==> config.mk <==
export PLATFORM = sky130hd
export DESIGN_NAME = multicycle_control_fsm
export DESIGN_NICKNAME = d
export VERILOG_FILES = /design/src/rtl/multicycle_control_fsm_pkg.sv /design/src/rtl/multicycle_control_fsm_mem_wait_timer.sv /design/src/rtl/multicycle_control_fsm.sv
export SDC_FILE = /design/constraint.sdc
export NUM_CORES = 1
export LEC_CHECK = 0
export CORE_MARGIN = 4
export CORE_UTILIZATION = 28
export CTS_CLUSTER_DIAMETER = 30
export DETAILED_ROUTE_END_ITERATION = 8
export GPL_TIMING_DRIVEN = 0
export SLEW_MARGIN = 20
export SYNTH_ARGS = -nofsm -noshare
export SYNTH_HDL_FRONTEND = slang
export SYNTH_SLANG_ARGS = --single-unit
==> constraint.sdc <==
create_clock -name Clk -period 2.45 [get_ports Clk]
set_clock_uncertainty 0.05 [all_clocks]
set_input_delay 0.245 -clock Clk [delete_from_list [all_inputs] [get_ports Clk]]
set_output_delay 0.245 -clock Clk [all_outputs]
set_load 0.01 [all_outputs]
==> src/rtl/multicycle_control_fsm_pkg.sv <==
// Shared definitions for the multi-cycle MIPS main controller.
// Contents: state encodings, opcode values, ALUOp codes, ALUSrcB/PCSource mux
// selects, and the DECODE helpers (dispatch target, legality, I-type ALUOp).
package multicycle_control_fsm_pkg;

    // The encoding is visible on the State debug port, so it is fixed explicitly.
    typedef enum logic [3:0] {
        ST_RST    = 4'd0,
        ST_FETCH  = 4'd1,
        ST_DECODE = 4'd2,
        ST_MEMADR = 4'd3,
        ST_MEMRD  = 4'd4,
        ST_MEMWB  = 4'd5,
        ST_MEMWR  = 4'd6,
        ST_REXEC  = 4'd7,
        ST_RWB    = 4'd8,
        ST_IEXEC  = 4'd9,
        ST_IWB    = 4'd10,
        ST_BRANCH = 4'd11,
        ST_JUMP   = 4'd12
    } state_t;

    localparam logic [5:0] OP_RTYPE = 6'b000000;
    localparam logic [5:0] OP_J     = 6'b000010;
    localparam logic [5:0] OP_BEQ   = 6'b000100;
    localparam logic [5:0] OP_BNE   = 6'b000101;
    localparam logic [5:0] OP_ADDI  = 6'b001000;
    localparam logic [5:0] OP_ADDIU = 6'b001001;
    localparam logic [5:0] OP_SLTI  = 6'b001010;
    localparam logic [5:0] OP_SLTIU = 6'b001011;
    localparam logic [5:0] OP_ANDI  = 6'b001100;
    localparam logic [5:0] OP_ORI   = 6'b001101;
    localparam logic [5:0] OP_XORI  = 6'b001110;
    localparam logic [5:0] OP_LW    = 6'b100011;
    localparam logic [5:0] OP_SW    = 6'b101011;
    localparam logic [5:0] OP_NOP   = 6'b110110;

    localparam logic [3:0] ALU_ADD   = 4'b0000;
    localparam logic [3:0] ALU_SUB   = 4'b0001;
    localparam logic [3:0] ALU_FUNCT = 4'b0010;
    localparam logic [3:0] ALU_ADDI  = 4'b0100;
    localparam logic [3:0] ALU_ADDIU = 4'b0101;
    localparam logic [3:0] ALU_ANDI  = 4'b0110;
    localparam logic [3:0] ALU_ORI   = 4'b0111;
    localparam logic [3:0] ALU_XORI  = 4'b1000;
    localparam logic [3:0] ALU_SLTI  = 4'b1001;
    localparam logic [3:0] ALU_SLTIU = 4'b1010;

    localparam logic [1:0] SRCB_RT     = 2'b00;
    localparam logic [1:0] SRCB_FOUR   = 2'b01;
    localparam logic [1:0] SRCB_IMM    = 2'b10;
    localparam logic [1:0] SRCB_IMM_SH = 2'b11;

    localparam logic [1:0] PCSRC_ALU    = 2'b00;
    localparam logic [1:0] PCSRC_ALUOUT = 2'b01;
    localparam logic [1:0] PCSRC_JUMP   = 2'b10;

    // LUI (001111) sits inside the I-type opcode range but is not supported.
    function automatic logic is_imm_op(input logic [5:0] op);
        return op inside {OP_ADDI, OP_ADDIU, OP_SLTI, OP_SLTIU, OP_ANDI, OP_ORI, OP_XORI};
    endfunction

    function automatic logic is_legal_op(input logic [5:0] op);
        return is_imm_op(op) ||
               (op inside {OP_RTYPE, OP_LW, OP_SW, OP_BEQ, OP_BNE, OP_J, OP_NOP});
    endfunction

    // Illegal opcodes and NOP both fall back to FETCH.
    function automatic state_t dispatch(input logic [5:0] op);
        if (op == OP_RTYPE)                return ST_REXEC;
        else if (op inside {OP_LW, OP_SW}) return ST_MEMADR;
        else if (op inside {OP_BEQ, OP_BNE}) return ST_BRANCH;
        else if (op == OP_J)               return ST_JUMP;
        else if (is_imm_op(op))            return ST_IEXEC;
        else                               return ST_FETCH;
    endfunction

    function automatic logic [3:0] imm_aluop(input logic [5:0] op);
        case (op)
            OP_ADDI:  return ALU_ADDI;
            OP_ADDIU: return ALU_ADDIU;
            OP_ANDI:  return ALU_ANDI;
            OP_ORI:   return ALU_ORI;
            OP_XORI:  return ALU_XORI;
            OP_SLTI:  return ALU_SLTI;
            OP_SLTIU: return ALU_SLTIU;
            default:  return ALU_ADD;
        endcase
    endfunction

endpackage

==> src/rtl/multicycle_control_fsm_mem_wait_timer.sv <==
// Wait-cycle counter for the controller's memory states.
// Ports: clk, rst_n (synchronous, active-low), clear (restart count at 0,
// has priority), enable (count one wait cycle), expired (count == LIMIT).
module multicycle_control_fsm_mem_wait_timer #(
    parameter int LIMIT = 16,
    parameter int W     = 5
) (
    input  logic clk,
    input  logic rst_n,
    input  logic clear,
    input  logic enable,
    output logic expired
);

    logic [W-1:0] count;

    // NOTE: sequential state uses non-blocking assignments so every flop samples pre-edge values.
    always_ff @(posedge clk) begin
        if (!rst_n)      count <= '0;
        else if (clear)  count <= '0;
        else if (enable) count <= count + 1'b1;
    end

    assign expired = (count == W'(LIMIT));

endmodule

==> src/rtl/multicycle_control_fsm.sv <==
// Multi-cycle MIPS main controller. Steps the shared datapath through
// fetch/decode/execute/memory/writeback, waits on MemReady, aborts memory
// states after MEM_TIMEOUT wait cycles and flags unsupported opcodes.
// Inputs:  Clk, Reset_n (synchronous, active-low), Opcode (IR[31:26]), MemReady.
// Outputs: PC/IR/regfile/memory strobes, datapath mux selects, ALUOp,
//          IllegalOp and MemTimeout pulses, State (debug state code).
module multicycle_control_fsm
    import multicycle_control_fsm_pkg::*;
#(
    parameter int MEM_TIMEOUT = 16,
    parameter int TO_W        = 5
) (
    input  logic       Clk,
    input  logic       Reset_n,
    input  logic [5:0] Opcode,
    input  logic       MemReady,
    output logic       PCWrite,
    output logic       PCWriteCond,
    output logic       BranchNe,
    output logic       IorD,
    output logic       MemRead,
    output logic       MemWrite,
    output logic       IRWrite,
    output logic       MemtoReg,
    output logic       RegDst,
    output logic       RegWrite,
    output logic       ALUSrcA,
    output logic [1:0] ALUSrcB,
    output logic [1:0] PCSource,
    output logic [3:0] ALUOp,
    output logic       IllegalOp,
    output logic       MemTimeout,
    output logic [3:0] State
);

    state_t state, next_state;
    logic   in_mem_state, expired, timed_out;

    assign in_mem_state = state inside {ST_FETCH, ST_MEMRD, ST_MEMWR};
    // MemReady on the expiry cycle counts as normal completion.
    assign timed_out    = in_mem_state && expired && !MemReady;

    // Restarting on every state change (and on a FETCH->FETCH abort) gives
    // each memory state a fresh wait budget.
    multicycle_control_fsm_mem_wait_timer #(
        .LIMIT (MEM_TIMEOUT),
        .W     (TO_W)
    ) u_mem_wait_timer (
        .clk     (Clk),
        .rst_n   (Reset_n),
        .clear   ((next_state != state) || timed_out),
        .enable  (in_mem_state && !MemReady),
        .expired (expired)
    );

    always_comb begin
        // NOTE: assigning a default first keeps every path covered, so no latch is inferred.
        next_state = state;
        case (state)
            ST_RST:    next_state = ST_FETCH;
            ST_FETCH:  if (MemReady) next_state = ST_DECODE;
            ST_DECODE: next_state = dispatch(Opcode);
            ST_MEMADR: next_state = (Opcode == OP_SW) ? ST_MEMWR : ST_MEMRD;
            ST_MEMRD:  if (MemReady) next_state = ST_MEMWB;
                       else if (timed_out) next_state = ST_FETCH;
            ST_MEMWB:  next_state = ST_FETCH;
            ST_MEMWR:  if (MemReady || timed_out) next_state = ST_FETCH;
            ST_REXEC:  next_state = ST_RWB;
            ST_RWB:    next_state = ST_FETCH;
            ST_IEXEC:  next_state = ST_IWB;
            ST_IWB:    next_state = ST_FETCH;
            ST_BRANCH: next_state = ST_FETCH;
            ST_JUMP:   next_state = ST_FETCH;
            default:   next_state = ST_RST;
        endcase
    end

    always_ff @(posedge Clk) begin
        if (!Reset_n) state <= ST_RST;
        else          state <= next_state;
    end

    // Moore decode; only the FETCH IR/PC loads and the MEMWB register write
    // look at MemReady.
    always_comb begin
        PCWrite     = 1'b0;
        PCWriteCond = 1'b0;
        BranchNe    = 1'b0;
        IorD        = 1'b0;
        MemRead     = 1'b0;
        MemWrite    = 1'b0;
        IRWrite     = 1'b0;
        MemtoReg    = 1'b0;
        RegDst      = 1'b0;
        RegWrite    = 1'b0;
        ALUSrcA     = 1'b0;
        ALUSrcB     = SRCB_RT;
        PCSource    = PCSRC_ALU;
        ALUOp       = ALU_ADD;
        IllegalOp   = 1'b0;
        case (state)
            ST_FETCH: begin
                MemRead = 1'b1;
                ALUSrcB = SRCB_FOUR;
                IRWrite = MemReady;
                PCWrite = MemReady;
            end
            ST_DECODE: begin
                ALUSrcB   = SRCB_IMM_SH;
                IllegalOp = !is_legal_op(Opcode);
            end
            ST_MEMADR: begin
                ALUSrcA = 1'b1;
                ALUSrcB = SRCB_IMM;
            end
            ST_MEMRD: begin
                MemRead = 1'b1;
                IorD    = 1'b1;
            end
            ST_MEMWB: begin
                MemtoReg = 1'b1;
                RegWrite = MemReady;
            end
            ST_MEMWR: begin
                MemWrite = 1'b1;
                IorD     = 1'b1;
            end
            ST_REXEC: begin
                ALUSrcA = 1'b1;
                ALUOp   = ALU_FUNCT;
            end
            ST_RWB: begin
                RegDst   = 1'b1;
                RegWrite = 1'b1;
            end
            ST_IEXEC: begin
                ALUSrcA = 1'b1;
                ALUSrcB = SRCB_IMM;
                ALUOp   = imm_aluop(Opcode);
            end
            ST_IWB:   RegWrite = 1'b1;
            ST_BRANCH: begin
                ALUSrcA     = 1'b1;
                ALUOp       = ALU_SUB;
                PCWriteCond = 1'b1;
                PCSource    = PCSRC_ALUOUT;
                BranchNe    = (Opcode == OP_BNE);
            end
            ST_JUMP: begin
                PCWrite  = 1'b1;
                PCSource = PCSRC_JUMP;
            end
            default: ;
        endcase
        // A reset landing mid-instruction must not let the edge that enters
        // RST also commit a write, PC load or memory access.
        if (!Reset_n) begin
            PCWrite     = 1'b0;
            PCWriteCond = 1'b0;
            MemRead     = 1'b0;
            MemWrite    = 1'b0;
            IRWrite     = 1'b0;
            RegWrite    = 1'b0;
        end
    end

    assign MemTimeout = timed_out;
    assign State      = state;

endmodule

==> metrics.md <==
| Metric | Value |
|---|---|
| RSZ-0062 raised after global routing | no |
| Most frequent cells in the layout | 29 x clkdlybuf4s50_1, 14 x nand2_1, 14 x nor2_1, 10 x inv_1, 10 x nor4_1 |
| Combinational family with the most area after synthesis | simple AND/OR/NAND/NOR gates |
| Synth cell types | 47 |
| Worst-margin pin slew | 0.6282 ns |
| Worst slack at placement | -0.1342 ns |
| Cell area after synthesis | 0.001050 mm^2 |
| CP arrival | 2.04 ns |
| Grt ovf | 0 |
| Initial Util | 30.27% |
| Post-synthesis mux area share | 2.861% |
| Drt wl/cell | 14.16 um |
| Top post-synthesis cells by area | dfxtp_1 17%, nor4_1 6.0%, nand2_1 5.0%, nor2_1 5.0%, a21oi_1 3.8% |
| Full die area | 0.004793 mm^2 |
| Final setup viols | 0 |
| Critical Path Sink Type | primary output |
| Core area | 0.003468 mm^2 |
| Post-Synth Simple-Gate Area | 43.15% |
| CTS Sinks | 9 |
| Chip width | 69.23 um |
| Final number of hold-violating endpoints | 0 |
| Startpoint types | input pin |
| All-Layer GR Usage | 14.04% |
| Die Ht | 69.23 um |
| Max Freq | 427.8 MHz |
| RR Endpoint | u_mem_wait_timer.count[3] |
| R2R Path Start | u_mem_wait_timer.count[0] |
| Area delta synth->final | 40.05% |
| WL final | 3271 um |
| Placed cells | 230 |
| Clock power share | 35.7% |
| Vias in the first global route | 1207 |
| Total CTS buffers | 3 |
| Final Cell Area | 0.001470 mm^2 |
| Period utilization | 95.41% |
| Worst setup path startpoint | Opcode[3] |
| Run status | finished, final reports clean |
| Clk slew on worst S/H paths | 0.04 ns |
| Synth Area in Compound Gates | 20.50% |
| Vias | 1242 |
| First-pass GRT wire length | 5651 um |
| Antenna cell count | 0 |
| Sequential cell area fraction in the yosys report | 17.16% |
| Number of enable flip-flop cells after synthesis | 0 |
| NetSw | 0.1428 mW |
| Yosys top cell area share | 17.16% |
| Crit-path max FO | 7 |
| Layout Utilization | 42.39% |
| # DRC | 0 |
| Max-slew headroom | 57.84% |
| Ys flop type | dfxtp_1 |
| Iter 0 DRT Violations | 104 |
| Crit path to | BranchNe |
| Pin count of the biggest net entering global routing | 19 |
| Synth Area in Adders | 2.384% |
| IO Port Bufs | 31 |
| Worst-Skew Late Latency | 0.23 ns |
| Seq pwr share | 32.5% |
| Dpl cell area | 0.001418 mm^2 |
| Leakage power | 0.5446 nW |
| Reg-to-reg slack, setup | 0.28 ns |
| Detail Route Antenna Nets | 0 |
| Slew Limit Fails | 0 |
| Xor and xnor fraction of the mapped netlist area | 4.172% |
| Top cell type by total area after synthesis | dfxtp_1 |
| Post-DR vias/cell | 5.377 |
| DPL Wire Length | 2635 um |
| Logic pwr share | 31.8% |
| Peak VDD IR | 0.0002016 V |
| Worst Setup Slack, final | 0.1124 ns |
| #FFs+latches synth | 9 |
| Cell count after synthesis | 153 |
| HP Class | reg -> reg |
| Syn nets | 164 |
| DRT Pass-1 Iters | 4 |
| Int Power | 0.3305 mW |
| H-Tree Depth | 1 |
| Non-filler cells, final | 231 |
| Final net count | 197 |
| Pwr dens | 321.9 mW/mm^2 |
| Hold Slack | 0.5079 ns |
| Synthesis Warnings | 0 |
| Switching Fraction | 30.18% |
| Final Power | 0.4733 mW |
| Root buf cell | clkbuf_8 |
| # rows | 21 |
| Syn avg cell area | 6.861 um^2 |
| Initial antenna violation count | 0 |
| Worst Path Required | 2.15 ns |
| I/O pins | 34 |
| Postcts setup bufs | 0 |
| Setup TNS | 0 ns |
| Crit Path Class | in -> out |
| Post-synth ARST share | 0% |
| Leading cell type in the layout, fill and taps excluded | clkdlybuf4s50_1 |
| Buffers from clock root to sink, at most | 2 |
| R2r worst-path depth | 7 |
| Final Critical Period | 2.338 ns |
| Max Cap Viol | 0 |
| Layout cells sized above 1 | 8.649% |
| CTS tree | yes |
| Routability-driven placement congestion ratio | 0.8665 |
## power groups by stage
stage / combinational (mW) / sequential, mW / clock (mW)
detailed placement: 0.147 / 0.157 / 0
floorplan: 0.0901 / 0.157 / 0
global placement: 0.145 / 0.156 / 0
finish: 0.150 / 0.154 / 0.169
global route: 0.166 / 0.154 / 0.184
CTS: 0.148 / 0.154 / 0.175
## final cells by class
cell class / count / area, um^2
Sequential cell: 9 / 180.2
Inverter: 10 / 37.54
Fill cell: 371 / 1998
Buffer: 10 / 63.81
Clock buffer: 4 / 45.04
Tap cell: 46 / 57.56
Multi-Input combinational cell: 121 / 774.5
Timing Repair Buffer: 31 / 311.5
## critical path, cell delays in order
cell and delay (ns):
clkdlybuf4s50_1 0.53, or3_1 0.49, nor4_1 0.19, clkdlybuf4s50_1 0.58
## cell usage after synthesis, drive strengths merged (2+ instances only)
cell type	number
inv	10
or4	2
or3	2
o22ai	2
nand4bb	2
clkbuf	9
mux2i	3
a21boi	3
xnor2	4
nand2b	4
and3	2
buf	4
nand4	2
dfxtp	9
ha	2
nor4	10
nor2	14
nand2	14
nor3	3
nor3b	5
and2	4
o21ai	7
nor2b	5
nand3	5
a21oi	8
or2	2
## sequential cells by signal, summed over array words and instances, names as in the netlist
register,count
u_mem_wait_timer.count,5
State,4
## logic make-up (layout without fill, tap and decap cells)
kind of cell    after synthesis  count (layout)
mux                           3               3
fa+ha+maj                     2               2
flops                         9               9
xor+xnor                      5               5
buf+inv                      23              55
compound gates               32              32
simple gates                 79              79
## layer usage
layer | track usage [%] | share of wire, % | vias up
li1 | - | - | 613
met1 | 19.43 | 48 | 583
met2 | 22.56 | 47 | 46
met3 | 3.333 | 5.1 | 0
met4 | 1.952 | 0 | 0
met5 | 0 | 0 | -
## worst min path at each step
stage,start,end,slack (ns),depth (start not counted)
floorplan,u_mem_wait_timer.count[4],u_mem_wait_timer.count[4],0.47,2
global placement,u_mem_wait_timer.count[4],u_mem_wait_timer.count[4],0.49,2
detailed placement,u_mem_wait_timer.count[4],u_mem_wait_timer.count[4],0.50,2
CTS,u_mem_wait_timer.count[4],u_mem_wait_timer.count[4],0.51,2
global route,u_mem_wait_timer.count[4],u_mem_wait_timer.count[4],0.56,2
finish,u_mem_wait_timer.count[4],u_mem_wait_timer.count[4],0.51,2
## repair_timing
item | CTS | global route
endpoints found under the hold margin | 0 | 0
endpoints found under the setup margin | 11 | 7
hold buffers | 0 | 0
gates resized for setup | 5 | 8
(Power assumes the default switching activity.)
